$ cat src/rtl/prod_accumulator.sv
// -----------------------------------------------------------------------------
// prod_accumulator
//
// Sums a stream of unsigned 2N-bit products, such as those coming out of
// n_bit_multiplier, over a frame that ends with in_last. When the frame ends,
// the stage presents three results: the saturated sum, the saturated beat
// count, and a sticky overflow flag.
//
// Handshake semantics (both ports):
//   A transfer happens on a rising clk edge where valid and ready are both 1.
//   A producer holding valid high keeps its payload stable until that transfer.
//   in_ready depends only on the FSM state. It has no combinational path from
//   in_valid or out_ready.
//
// Ports:
//   clk        rising-edge clock
//   rst_n      synchronous active-low reset
//   in_valid   product beat valid
//   in_ready   stage can accept a beat (high only in ACCUM)
//   prod       unsigned product, 2*N bits, zero-extended into the accumulator
//   in_last    final beat of the frame, qualified by in_valid & in_ready
//   out_valid  frame result valid (registered)
//   out_ready  downstream accepts the result
//   out_sum    frame sum, saturates at all ones (ACC_W bits)
//   out_count  number of beats in the frame, saturates at all ones (CNT_W bits)
//   out_ovf    the sum saturated at some point during the frame
// -----------------------------------------------------------------------------
module prod_accumulator #(
  parameter int N     = 8,
  parameter int ACC_W = 2 * N + 8,
  parameter int CNT_W = 8
) (
  input  logic             clk,
  input  logic             rst_n,
  input  logic             in_valid,
  output logic             in_ready,
  input  logic [2*N-1:0]   prod,
  input  logic             in_last,
  output logic             out_valid,
  input  logic             out_ready,
  output logic [ACC_W-1:0] out_sum,
  output logic [CNT_W-1:0] out_count,
  output logic             out_ovf
);

  // Zero-fill that widens prod to ACC_W+1 bits, so the adder keeps its carry.
  localparam int PAD_W = ACC_W + 1 - 2 * N;

  typedef enum logic {
    ACCUM = 1'b0,
    HOLD  = 1'b1
  } state_t;

  state_t state;
  state_t state_next;

  logic [ACC_W-1:0] acc;
  logic [CNT_W-1:0] cnt;
  logic             ovf;

  // Values of the frame state once the beat on the bus is included.
  logic [ACC_W:0]   sum_wide;
  logic             sum_carry;
  logic [ACC_W-1:0] acc_upd;
  logic [CNT_W-1:0] cnt_upd;
  logic             ovf_upd;

  logic accept;
  logic out_fire;

  // ---------------------------------------------------------------------------
  // Update datapath
  // ---------------------------------------------------------------------------
  always_comb begin
    sum_wide  = {1'b0, acc} + {{PAD_W{1'b0}}, prod};
    // The carry out of the ACC_W+1-bit add is exactly "sum exceeds all ones".
    sum_carry = sum_wide[ACC_W];
    acc_upd   = sum_carry ? {ACC_W{1'b1}} : sum_wide[ACC_W-1:0];
    ovf_upd   = ovf | sum_carry;
    // The count sticks at its maximum instead of wrapping back to zero.
    cnt_upd   = (cnt == {CNT_W{1'b1}}) ? cnt : cnt + CNT_W'(1);
  end

  // ---------------------------------------------------------------------------
  // FSM: next state and in_ready decode
  // ---------------------------------------------------------------------------
  always_comb begin
    state_next = state;
    in_ready   = 1'b0;
    accept     = 1'b0;
    out_fire   = 1'b0;
    case (state)
      ACCUM: begin
        in_ready = 1'b1;
        accept   = in_valid;
        if (in_valid && in_last) begin
          state_next = HOLD;
        end
      end
      HOLD: begin
        // in_ready stays low here, even in the handshake cycle. This is what
        // guarantees at least one bubble between frames.
        out_fire = out_ready;
        if (out_ready) begin
          state_next = ACCUM;
        end
      end
      default: begin
        state_next = ACCUM;
      end
    endcase
  end

  // ---------------------------------------------------------------------------
  // State and datapath registers
  // ---------------------------------------------------------------------------
  always_ff @(posedge clk) begin
    if (!rst_n) begin
      state     <= ACCUM;
      acc       <= '0;
      cnt       <= '0;
      ovf       <= 1'b0;
      out_valid <= 1'b0;
      out_sum   <= '0;
      out_count <= '0;
      out_ovf   <= 1'b0;
    end else begin
      state <= state_next;

      if (accept) begin
        acc <= acc_upd;
        cnt <= cnt_upd;
        ovf <= ovf_upd;
        if (in_last) begin
          // The result includes the closing beat itself.
          out_sum   <= acc_upd;
          out_count <= cnt_upd;
          out_ovf   <= ovf_upd;
          out_valid <= 1'b1;
        end
      end

      if (out_fire) begin
        // The frame state is cleared only once the result has been taken.
        // The outputs themselves stay frozen while HOLD waits.
        out_valid <= 1'b0;
        acc       <= '0;
        cnt       <= '0;
        ovf       <= 1'b0;
      end
    end
  end

endmodule

$ cat config.mk
export PLATFORM = sky130hd
export DESIGN_NAME = prod_accumulator
export DESIGN_NICKNAME = d
export VERILOG_FILES = /design/src/rtl/prod_accumulator.sv
export SDC_FILE = /design/constraint.sdc
export NUM_CORES = 1
export LEC_CHECK = 0
export BUFFER_PORTS_ARGS = -buffer_cell sky130_fd_sc_hd__buf_2
export CAP_MARGIN = 20
export CORE_ASPECT_RATIO = 1.5
export CORE_MARGIN = 2
export CORE_UTILIZATION = 35
export CTS_CLUSTER_SIZE = 28
export DETAILED_ROUTE_END_ITERATION = 10
export PLACE_DENSITY_LB_ADDON = 0.3
export SYNTH_ARGS = -nofsm -noshare
export SYNTH_HDL_FRONTEND = slang
export SYNTH_SLANG_ARGS = --single-unit
$ cat constraint.sdc
create_clock -name clk -period 6.1 [get_ports clk]
set_input_delay 0.61 -clock clk [delete_from_list [all_inputs] [get_ports clk]]
set_output_delay 0.61 -clock clk [all_outputs]
set_load 0.03 [all_outputs]
* Yosys cells after proc, flatten, opt, wreduce, memory -nomap -nowiden
Index checks and enable logic that the tools add are counted.
Widths: inputs -> output; s select.
** Operators by class
- $add $sub $neg :: 2
- Equal/unequal tests :: 1
- Mux-type cells :: 8
- Bitwise operators :: 3
- Reduce and logical (&&, ||, !) cells :: 3
** Operators by type and width (count)
- $add 24x16->25 :: 1
- $mux 24 :: 1
- $add 8x1->8 const B :: 1
- $eq 8x8->1 const B :: 1
- $mux 8 :: 1
- $mux 1 :: 5
- $not 1->1 :: 2
- $pmux 1 s2 :: 1
- $reduce_and 2->1 :: 1
- $reduce_or 2->1 :: 1
- $logic_and 1x1->1 :: 1
- $or 1x1->1 :: 1
** Storage, ports and cells
- Register bits :: 68
- Bits of input ports :: 21
- Output and inout port bits :: 35
- Word-level logic and storage cells :: 25

* Depth between registers and ports, before layout
Gate-level depths: netlist of run 1.
- Depth after elaboration :: 3
- Depth in mapped cells :: 10
- Depth with buffers taken out :: 9

* Least setup slack after synthesis of run 1
No wires, ideal clock.
- Path type :: input port to flip-flop
- Start point :: in prod[0]
- End point :: reg acc[19]
- Arrival :: 2583 ps
- Slack :: 3401 ps
- Stages :: 9
- Buffers on the path :: 0
- Path through :: ha_1 fa_1 nand3_1 a2111oi_4 o21ai_2 a41oi_4 and2b_4 or4_1 o211a_1
** On the way
- Longest elaborated chain between the ends :: 2
** Ends and longest elaborated chain
- from (decl) :: RTL line 37 : input logic [2*N-1:0] prod,
- $add 24x16->25 :: RTL line 75 : sum_wide = {1'b0, acc} + {{PAD_W{1'b0}}, prod};
- $mux 24 :: RTL line 78 : acc_upd = sum_carry ? {ACC_W{1'b1}} : sum_wide[ACC_W-1:0];
- to (signal assigned) :: RTL line 131 : acc <= acc_upd;
- to (decl) :: RTL line 57 : logic [ACC_W-1:0] acc;
Every way passes these cells.
A chain may end at the register's enable or synchronous reset.

* Final worst setup path of run 1
- Start point :: in prod[0]
- End point :: reg out_sum[4]
** On the way
- Longest elaborated chain between the ends :: 2
** Ends and longest elaborated chain
- $add 24x16->25 :: RTL line 75
- $mux 24 :: RTL line 78
- to (signal assigned) :: RTL line 136 : out_sum <= acc_upd;
- to (decl) :: RTL line 41 : output logic [ACC_W-1:0] out_sum,
Every way passes these cells.

==> flow_summary.ini, run 1 <==
[status]
status = finished, final reports clean

[global_routing]
grt_overflow_total = 0
global_route_wire_length_before_repair_um = 15750
grt_antenna_before_repair = 0
maximum_number_of_pins_on_one_net_before_global_route_repair = 46
globalRouteTotalUtil = 0.1801
grt_pass1_vias = 3218

[floorplan]
pin_count = 56
chipHeight_um = 129.4
die-width_um = 87.61
start_util = 0.3601
floorplan.core_area_mm2 = 0.01019
rows = 45
die_area_mm2 = 0.01134

[logic_synthesis]
syn-cell-area_mm2 = 0.003670
ys_types = 56
synth-edff-count = 0
synth.ff_latch_count = 68
proportion_of_register_bits_with_asynchronous_set_or_reset_after_synthesis = 0
synthCells = 440
synth_fp_nets = 479
yosysMostFrequentCell = dfxtp_1
synth_top_flop_cell = dfxtp_1
ys_top_cells_by_count = 68 x dfxtp_1, 49 x a21oi_1, 49 x o21ai_0
synth_largest_area_cell = dfxtp_1
ys_warn_count = 0
synth_top_area_frac = 0.3710
yosysSeqAreaShare = 0.3710
post_synth_main_area_contributors = dfxtp_1 37%, a21oi_1 6.7%, o21ai_0 6.7%
synth.avg_cell_area_um2 = 8.340

[final_layout]
final_net_count = 520
finish.instance_area_mm2 = 0.004304
flow.area_growth_from_synthesis_pct = 17.29
fraction_of_layout_cells_with_a_size_suffix_above_1 = 0.1996
post-route-util = 0.4223
n_antenna_cell = 0
layout_filler_cell_count = 1013

[power_and_ir_drop]
clock_power_share = 0.394
pwr_density_cell_mw_per_mm2 = 295.6
sequentialPowerShare = 0.387
comb_power_share = 0.219
cellInternalPower_uw = 883.9
irDropWorstVdd_mv = 0.1184
p_leak_nw = 1.759
total_switching_power_uw = 388.5
power.switching_fraction = 0.3053

[place]
gp_routability_congestion = 0.8988
place_area_mm2 = 0.004019
port_buffers = 55
place.detailed.hpwl_um = 6996
dp_worst_setup_slack_ns = 2.849

[sta]
worst_slew_pin_slew_ns = 0.8306
final-setup-viol-count = 0
period_needed_ns = 2.917
timing.final.ws_setup_ns = 3.183
min_period_over_period = 0.4781
drv_slew = 0
fin_setup_tns_ns = 0
rsz0062_at_grt = false
fmaxAchievable_mhz = 342.9
final_hold_viol_count = 0
fin_worst_skew_ns = 0.005898
whs_ns = 0.4595
remaining_max_slew_budget_at_the_tightest_pin = 0.4457

[cts]
cts.root.buffer_cell = clkbuf_16
post_cts_resize_count = 0
cts_hold_repair.buffers = 0
clkLatencyLatePin_ns = 0.33
cts_made_buffers = 9
clock_sinks = 68
clock_tree_from_tritoncts = yes
cts_buffer_depth = 2
postCtsSetupRepairBufs = 0
clk_transition_reported_paths_ns = 0.05
cts.htree.levels = 3

[critical_path]
critPathCaptureType = register
critPathArrivalTime_ns = 3.10
cp_data_required_time_ns = 6.28
r2r_cells = 9
critPathLaunchType = input port
critical_path.max_fanout = 14
critical_path_class = input port to register

[route]
finalWirelength_um = 9643
drt_drc_violations_left = 0
first_drt_pass_iteration_count = 4
via_count = 3299
avgViaCountPerCell = 5.262
wire_per_inst_um = 15.38
postRouteAntennaNets = 0
drc_marker_count_from_the_first_detailed_route_iteration = 221

[min_path]
min_delay_path_depth = 2
hold_path_class = register to register

[flow_run]
maxCapViolCount = 0
-- through the flow --
step / cells / total power, mW
3_3_place_gp: 611 / 0.7784
5_1_grt: 627 / 1.342
4_1_cts: 627 / 1.293
3_5_place_dp: 611 / 0.7799
6_report: 627 / 1.272
2_1_floorplan: 440 / 0.7083
-- sequential cells by signal, summed over array words and instances, names as in the netlist --
register,flops
ovf,1
out_valid,1
out_count,8
cnt,8
state,1
out_ovf,1
acc,24
out_sum,24
-- cell type report --
class / count / area, um2 / area share
timing repair buffer: 57 / 290.3 / 0.06744
multi-input combinational: 339 / 2168 / 0.5038
sequential: 68 / 1361 / 0.3163
inverter: 6 / 22.52 / 0.005233
clock buffer: 11 / 232.7 / 0.05407
tap: 141 / 176.4 / 0.04099
clock inverter: 5 / 52.55 / 0.01221
-- power groups by stage --
stage,sequential (mW),combinational [mW],clock [mW]
after CTS,0.492,0.280,0.521
after global placement,0.501,0.277,0
after global routing,0.496,0.308,0.539
after detailed placement,0.501,0.278,0
after floorplan,0.525,0.183,0
final,0.492,0.279,0.501
-- cells by family (layout without fill, tap and decap cells) --
logic type / after synthesis / after routing / share of synthesized area
AOI/OAI and AO/OA: 160 / 160 / 0.2861
xor gates and xnor gates: 22 / 22 / 0.05251
adders and majority gates: 18 / 18 / 0.06342
buffers and inverters: 33 / 79 / 0.03887
DFF: 68 / 68 / 0.3710
muxes: 2 / 2 / 0.005796
and+or+nand+nor: 137 / 137 / 0.1824
-- layer usage --
layer | track usage | wire length [um] | vias to the layer above
met4 | 0.07421 | 152 | 0
met2 | 0.3160 | 5020 | 69
met5 | 0 | 0 | -
met1 | 0.2064 | 4189 | 1531
li1 | - | - | 1688
met3 | 0.04331 | 281 | 11
-- path summary, 6_finish.rpt --
path / startpoint / endpoint / slack, ns
max: prod[0] / out_sum[4] / 3.18
min: out_count[2] / out_count[2] / 0.46
max reg2reg: acc[0] / out_sum[4] / 3.28
min reg2reg: out_count[2] / out_count[2] / 0.46
-- cell usage in the layout, fill, tap and decap left out, types with 3 or more instances in the layout --
master / Yosys / layout
xnor2_1: 9 / 9
a21o_1: 3 / 3
a211oi_1: 6 / 6
o21ai_0: 49 / 49
nor3_1: 7 / 7
clkbuf_16: 0 / 9
or3_1: 3 / 3
nand3_1: 14 / 14
a21oi_1: 49 / 49
ha_1: 17 / 17
xor2_1: 13 / 13
buf_2: 3 / 55
a31oi_1: 10 / 10
nor2_1: 30 / 30
and4_1: 4 / 4
nand2_1: 44 / 44
clkinv_2: 0 / 3
nand4_1: 6 / 6
o211a_1: 3 / 3
o221a_2: 5 / 5
dfxtp_1: 68 / 68
o211ai_1: 4 / 4
and3_1: 8 / 8
nand2b_1: 3 / 3
inv_1: 6 / 6
a21oi_2: 8 / 8
a21boi_0: 4 / 4
and2_1: 6 / 6
-- critical path, cell delays in order --
cell,delay (ns)
buf_2,0.10
ha_1,0.22
fa_1,0.43
nand3_1,0.16
a2111oi_4,0.09
o21ai_2,0.19
a41oi_4,0.22
and2b_4,0.28
nor2_2,0.64
a21oi_1,0.15
No activity file was read; power rests on OpenSTA's default activity.
==> run 2: changes to the inputs <==
Clock period 6.1 ns to 2.9 ns, I/O delays scaled along.
==> flow_summary.ini, run 2 (synthesis gave the netlist of run 1 again) <==
[status]
status = finished, final reports clean

[floorplan]
chipHeight_um = 129.4
die-width_um = 87.61
die_area_mm2 = 0.01134
pin_count = 56
start_util = 0.3601
floorplan.core_area_mm2 = 0.01019
rows = 45

[flow_run]
maxCapViolCount = 0

[place]
port_buffers = 55
dpl.cell_count = 619
place.detailed.hpwl_um = 7369
gp_routability_congestion = 0.9317

[critical_path]
critPathLaunchType = register
critPathArrivalTime_ns = 2.88
critPathCaptureType = register
critical_path_class = register to register
cp_data_required_time_ns = 3.08
critical_path.max_fanout = 14

[route]
via_count = 3425
drc_marker_count_from_the_first_detailed_route_iteration = 156
first_drt_pass_iteration_count = 4
avgViaCountPerCell = 5.402
drt_drc_violations_left = 0
postRouteAntennaNets = 0
finalWirelength_um = 9940
wire_per_inst_um = 15.68

[cts]
clock_sinks = 68
clkLatencyLatePin_ns = 0.33
clock_tree_from_tritoncts = yes
post_cts_resize_count = 0
cts_buffer_depth = 2
cts.htree.levels = 3
clk_transition_reported_paths_ns = 0.06
cts_hold_repair.buffers = 0
cts_made_buffers = 9
cts.root.buffer_cell = clkbuf_16
postCtsSetupRepairBufs = 0

[final_layout]
fraction_of_layout_cells_with_a_size_suffix_above_1 = 0.2089
final_net_count = 528
reg_top3 = acc x24, out_sum x24
layoutNonFillerInstCount = 634
most-common-layout-cells = 68 x dfxtp_1, 55 x buf_2, 49 x o21ai_0, 49 x a21oi_1, 44 x nand2_1
flow.area_growth_from_synthesis_pct = 18.92
layout_filler_cell_count = 1039
most_frequent_standard_cell_in_the_layout_excluding_fill_and_tap_cells = dfxtp_1
n_antenna_cell = 0

[sta]
drv_slew = 0
final_hold_viol_count = 0
fmaxAchievable_mhz = 371.0
remaining_max_slew_budget_at_the_tightest_pin = 0.4215
rsz0062_at_grt = false
final-setup-viol-count = 0
min_period_over_period = 0.9294
period_needed_ns = 2.695
fin_setup_tns_ns = 0
worst_slew_pin_slew_ns = 0.8668
fin_worst_skew_ns = 0.006172

[power_and_ir_drop]
irDropWorstVdd_mv = 0.2847
pwr_density_cell_mw_per_mm2 = 625.2
p_leak_nw = 1.798

[min_path]
hold_path_class = input port to register

[global_routing]
global_route_wire_length_before_repair_um = 16520
maximum_number_of_pins_on_one_net_before_global_route_repair = 44
grt_overflow_total = 0
grt_pass1_vias = 3469
globalRouteTotalUtil = 0.1878
grt_antenna_before_repair = 0
==> run 2: layout make-up <==
cell class              instances  area (um2)  area share
well taps                     141       176.4     0.04042
multi-input cells             339        2168      0.4968
repair buffers                 65       350.3     0.08028
inverters                       6       22.52    0.005161
clock inverters                 2       35.03    0.008028
flip-flops and latches         68        1361      0.3119
clock buffers                  13       250.2     0.05734
==> run 2: stage by stage <==
stage	instance area [um2]	setup WS, ns	total power, mW	hold WS, ns	util
finish	4364	0.2047	2.729	0.2905	0.4282
global placement	4079	0.1930	1.650	0.4486	0.4002
detailed placement	4079	0.1083	1.660	0.4557	0.4002
CTS	4364	0.2274	2.759	0.2719	0.4282
global route	4364	0.06464	2.864	0.3388	0.4282
floorplan	3670	0.5208	1.490	0.4375	-
==> run 2: final timing paths <==
kind	cells past startpoint	endpoint	startpoint	slack, ns
hold reg to reg	2	out_count[2]	out_count[2]	0.45
setup / recovery	9	out_sum[4]	acc[0]	0.20
hold / removal	3	state	out_ready	0.29
setup reg to reg	9	out_sum[4]	acc[0]	0.20
==> run 2: worst max-delay path, stage by stage, from the launching register on <==
cell       delay, ns
dfxtp_1         0.31
ha_1            0.21
fa_1            0.43
nand3_1         0.16
a2111oi_4       0.09
o21ai_2         0.18
a41oi_4         0.14
and2b_4         0.20
nor2_2          0.65
a21oi_1         0.18
==> run 2: routing by layer <==
| layer | wire, um | GRT usage | vias up |
|---|---|---|---|
| li1 | - | - | 1707 |
| met1 | 4132 | 0.2047 | 1625 |
| met2 | 5189 | 0.3356 | 71 |
| met3 | 272 | 0.02866 | 22 |
| met4 | 345 | 0.1122 | 0 |
| met5 | 0 | 0 | - |
==> run 2: report_power, final <==
part           switching (mW)  total [mW]  internal (mW)  leakage, nW
registers              0.0375        1.04          0.998        0.557
logic                   0.398       0.608          0.211         1.10
clock network           0.401        1.08          0.684        0.140
==> run 3: changes to the inputs <==
Settings changed: ABC_AREA from default to 1.
==> flow_summary.ini, run 3 <==
[status]
status = finished, final reports clean

[min_path]
min_delay_path_depth = 4
hold_path_end = state
hold_start = out_ready
hold_path_class = input port to register

[floorplan]
start_util = 0.3611
floorplan.core_area_mm2 = 0.01159
die-width_um = 93.29
chipHeight_um = 137.9
die_area_mm2 = 0.01287
pin_count = 56
rows = 48

[final_layout]
sequential_cell_area_mm2 = 0.001361
most-common-layout-cells = 141 x nand2_1, 118 x nor2_1, 106 x inv_1
layoutNonFillerInstCount = 871
layout_filler_cell_count = 1214
multi_input_gate_area_in_the_final_layout_mm2 = 0.002311
fraction_of_layout_cells_with_a_size_suffix_above_1 = 0.1442
most_frequent_standard_cell_in_the_layout_excluding_fill_and_tap_cells = nand2_1
flow.area_growth_from_synthesis_pct = 18.00
n_antenna_cell = 0
reg_top3 = acc x24, out_sum x24
final_net_count = 755

[route]
postRouteAntennaNets = 0
wire_per_inst_um = 13.96
via_count = 4287
first_drt_pass_iteration_count = 5
avgViaCountPerCell = 4.922
drc_marker_count_from_the_first_detailed_route_iteration = 276
finalWirelength_um = 12160
drt_drc_violations_left = 0

[logic_synthesis]
synth_fp_nets = 702
synth-edff-count = 0
syn-cell-area_mm2 = 0.004185
synth_top_flop_cell = dfxtp_1
synth_top_area_frac = 0.3253
ys_types = 33
synth.ff_latch_count = 68
muxShareOfSynthArea = 0
yosysMostFrequentCell = nand2_1
synthSimpleGateAreaFrac = 0.3450
synth_largest_area_cell = dfxtp_1
proportion_of_register_bits_with_asynchronous_set_or_reset_after_synthesis = 0
yosysSeqAreaShare = 0.3253
synth_adder_area_share = 0.05561
synthXorXnorAreaFrac = 0.02302
synth_top_family_by_area = simple AND/OR/NAND/NOR gates
ys_top_cells_by_count = 141 x nand2_1, 118 x nor2_1, 106 x inv_1
synthCells = 663
synth.avg_cell_area_um2 = 6.313
ys_warn_count = 0
post_synth_main_area_contributors = dfxtp_1 33%, nand2_1 13%, nor2_1 11%
synth_compound_gate_area_share = 0.1286

[cts]
postCtsSetupRepairBufs = 0
clk_transition_reported_paths_ns = 0.06
cts.root.buffer_cell = clkbuf_16
cts.htree.levels = 3
cts_hold_repair.buffers = 0
clock_sinks = 68
cts_buffer_depth = 2
post_cts_resize_count = 0
clock_tree_from_tritoncts = yes
cts_made_buffers = 9
clkLatencyLatePin_ns = 0.34

[sta]
min_period_over_period = 0.8022
final_hold_viol_count = 0
worst_slew_pin_slew_ns = 0.8330
rsz0062_at_grt = false
final-setup-viol-count = 0
fin_setup_tns_ns = 0
drv_slew = 0
fin_worst_skew_ns = 0.005881
fmaxAchievable_mhz = 429.8
remaining_max_slew_budget_at_the_tightest_pin = 0.4439
whs_ns = 0.2999
period_needed_ns = 2.327

[critical_path]
critical_path.max_stage_delay_ns = 0.42
critical_path.reg2reg.endpoint = out_sum[10]
cp_cell_sequence = ha_1 > fa_1 > nand2_1 > nand2_1 > nand3_1 > nand2_2 > nand2_2 > nand2_4 > nand2_4 > inv_2 > nor2_1 > a21oi_1
critPathCaptureType = register
critPathLaunchType = register
critical_path_class = register to register
r2r_slack_ns = 0.57
worst_r2r_startpoint = acc[0]
critical_path.n_buffers_inverters = 1
worstSetupPathDepth = 12
critical_path_origin = acc[0]
worst_path_max_delay_cell = fa_1
critPathArrivalTime_ns = 2.52
cp_data_required_time_ns = 3.09
r2r_cells = 12
critical_path.max_fanout = 23
timing.critical_path.max_delay_family = simple AND/OR/NAND/NOR gates

[global_routing]
met2_track_demand_over_resource_in_global_routing = 0.3637
grt_pass1_vias = 4086
maximum_number_of_pins_on_one_net_before_global_route_repair = 51
grt_overflow_total = 0
globalRouteTotalUtil = 0.1960
grt_antenna_before_repair = 0
global_route.peak_usage_layer = met2
met1_usage = 0.2135
global_route_wire_length_before_repair_um = 19550
gr-usage-met3 = 0.03587

[power_and_ir_drop]
p_leak_nw = 2.693
total_switching_power_uw = 973.1
irDropWorstVdd_mv = 0.3040
cellInternalPower_mw = 2.095
comb_power_share = 0.239
clock_power_share = 0.413
sequentialPowerShare = 0.349
power.switching_fraction = 0.3172
pwr_density_cell_mw_per_mm2 = 621.2

[place]
place.detailed.hpwl_um = 8863
gp_routability_congestion = 0.9416
dpl.cell_count = 855
port_buffers = 55

[flow_run]
maxCapViolCount = 0
[run 3: cell types whose count changed after synthesis, moves of 7 or more]
cell      previous run  this run
nand3_1             14        32
nand4_1              6        14
a31oi_1             10         2
nor2_1              30       118
inv_1                6       106
a21oi_1             49        30
nand2_1             44       141
xnor2_1              9         1
nand3_2              0         8
clkbuf_1            20        11
and3_1               8         1
[run 3: per-layer routing]
metal / routed length [um] / vias up
met4: 386 / 0
met3: 558 / 24
met5: 0 / -
met2: 6256 / 127
met1: 4956 / 1946
li1: - / 2190
[run 3: kinds of logic after synthesis]
family,count (synthesis)
xor gates and xnor gates,11
adders and majority gates,18
DFF,68
and+or+nand+nor,334
buffers and inverters,130
AOI/OAI and AO/OA,102
[run 3: through the flow]
stage	power, mW	utilization	cell area (um2)	setup WS, ns
4_1_cts	3.088	0.4261	4938	0.5600
3_5_place_dp	1.815	0.3966	4597	0.4907
2_1_floorplan	1.616	-	4185	0.9764
3_3_place_gp	1.803	0.3966	4597	0.5198
6_report	3.068	0.4261	4938	0.5735
5_1_grt	3.221	0.4261	4938	0.3948
[run 3: power groups by stage]
stage | registers [mW] | logic [mW] | clock network, mW
floorplan | 1.15 | 0.471 | 0
global placement | 1.09 | 0.717 | 0
detailed placement | 1.09 | 0.728 | 0
CTS | 1.07 | 0.734 | 1.29
global route | 1.08 | 0.822 | 1.32
finish | 1.07 | 0.732 | 1.27
[run 3: worst max path at each step]
| stage | slack [ns] | end |
|---|---|---|
| global placement | 0.52 | out_sum[2] |
| detailed placement | 0.49 | out_sum[10] |
| finish | 0.57 | out_sum[10] |
| global route | 0.39 | out_sum[10] |
| CTS | 0.56 | out_sum[10] |
| floorplan | 0.98 | out_sum[0] |
[run 3: cell type report]
| class | count | share of cell area |
|---|---|---|
| Multi-Input combinational cell | 465 | 0.4680 |
| Sequential cell | 68 | 0.2757 |
| Inverter | 111 | 0.08437 |
| Timing Repair Buffer | 61 | 0.06486 |
| Clock buffer | 10 | 0.04636 |
| Tap cell | 150 | 0.03800 |
| Clock inverter | 6 | 0.02280 |
[run 3: worst register-to-register path, delay by kind of cell (launching register included)]
family          cells  cell delay (ns)
buf+inv             1             0.14
flops               1             0.31
fa+ha+maj           2             0.64
compound gates      1             0.08
simple gates        8             1.00
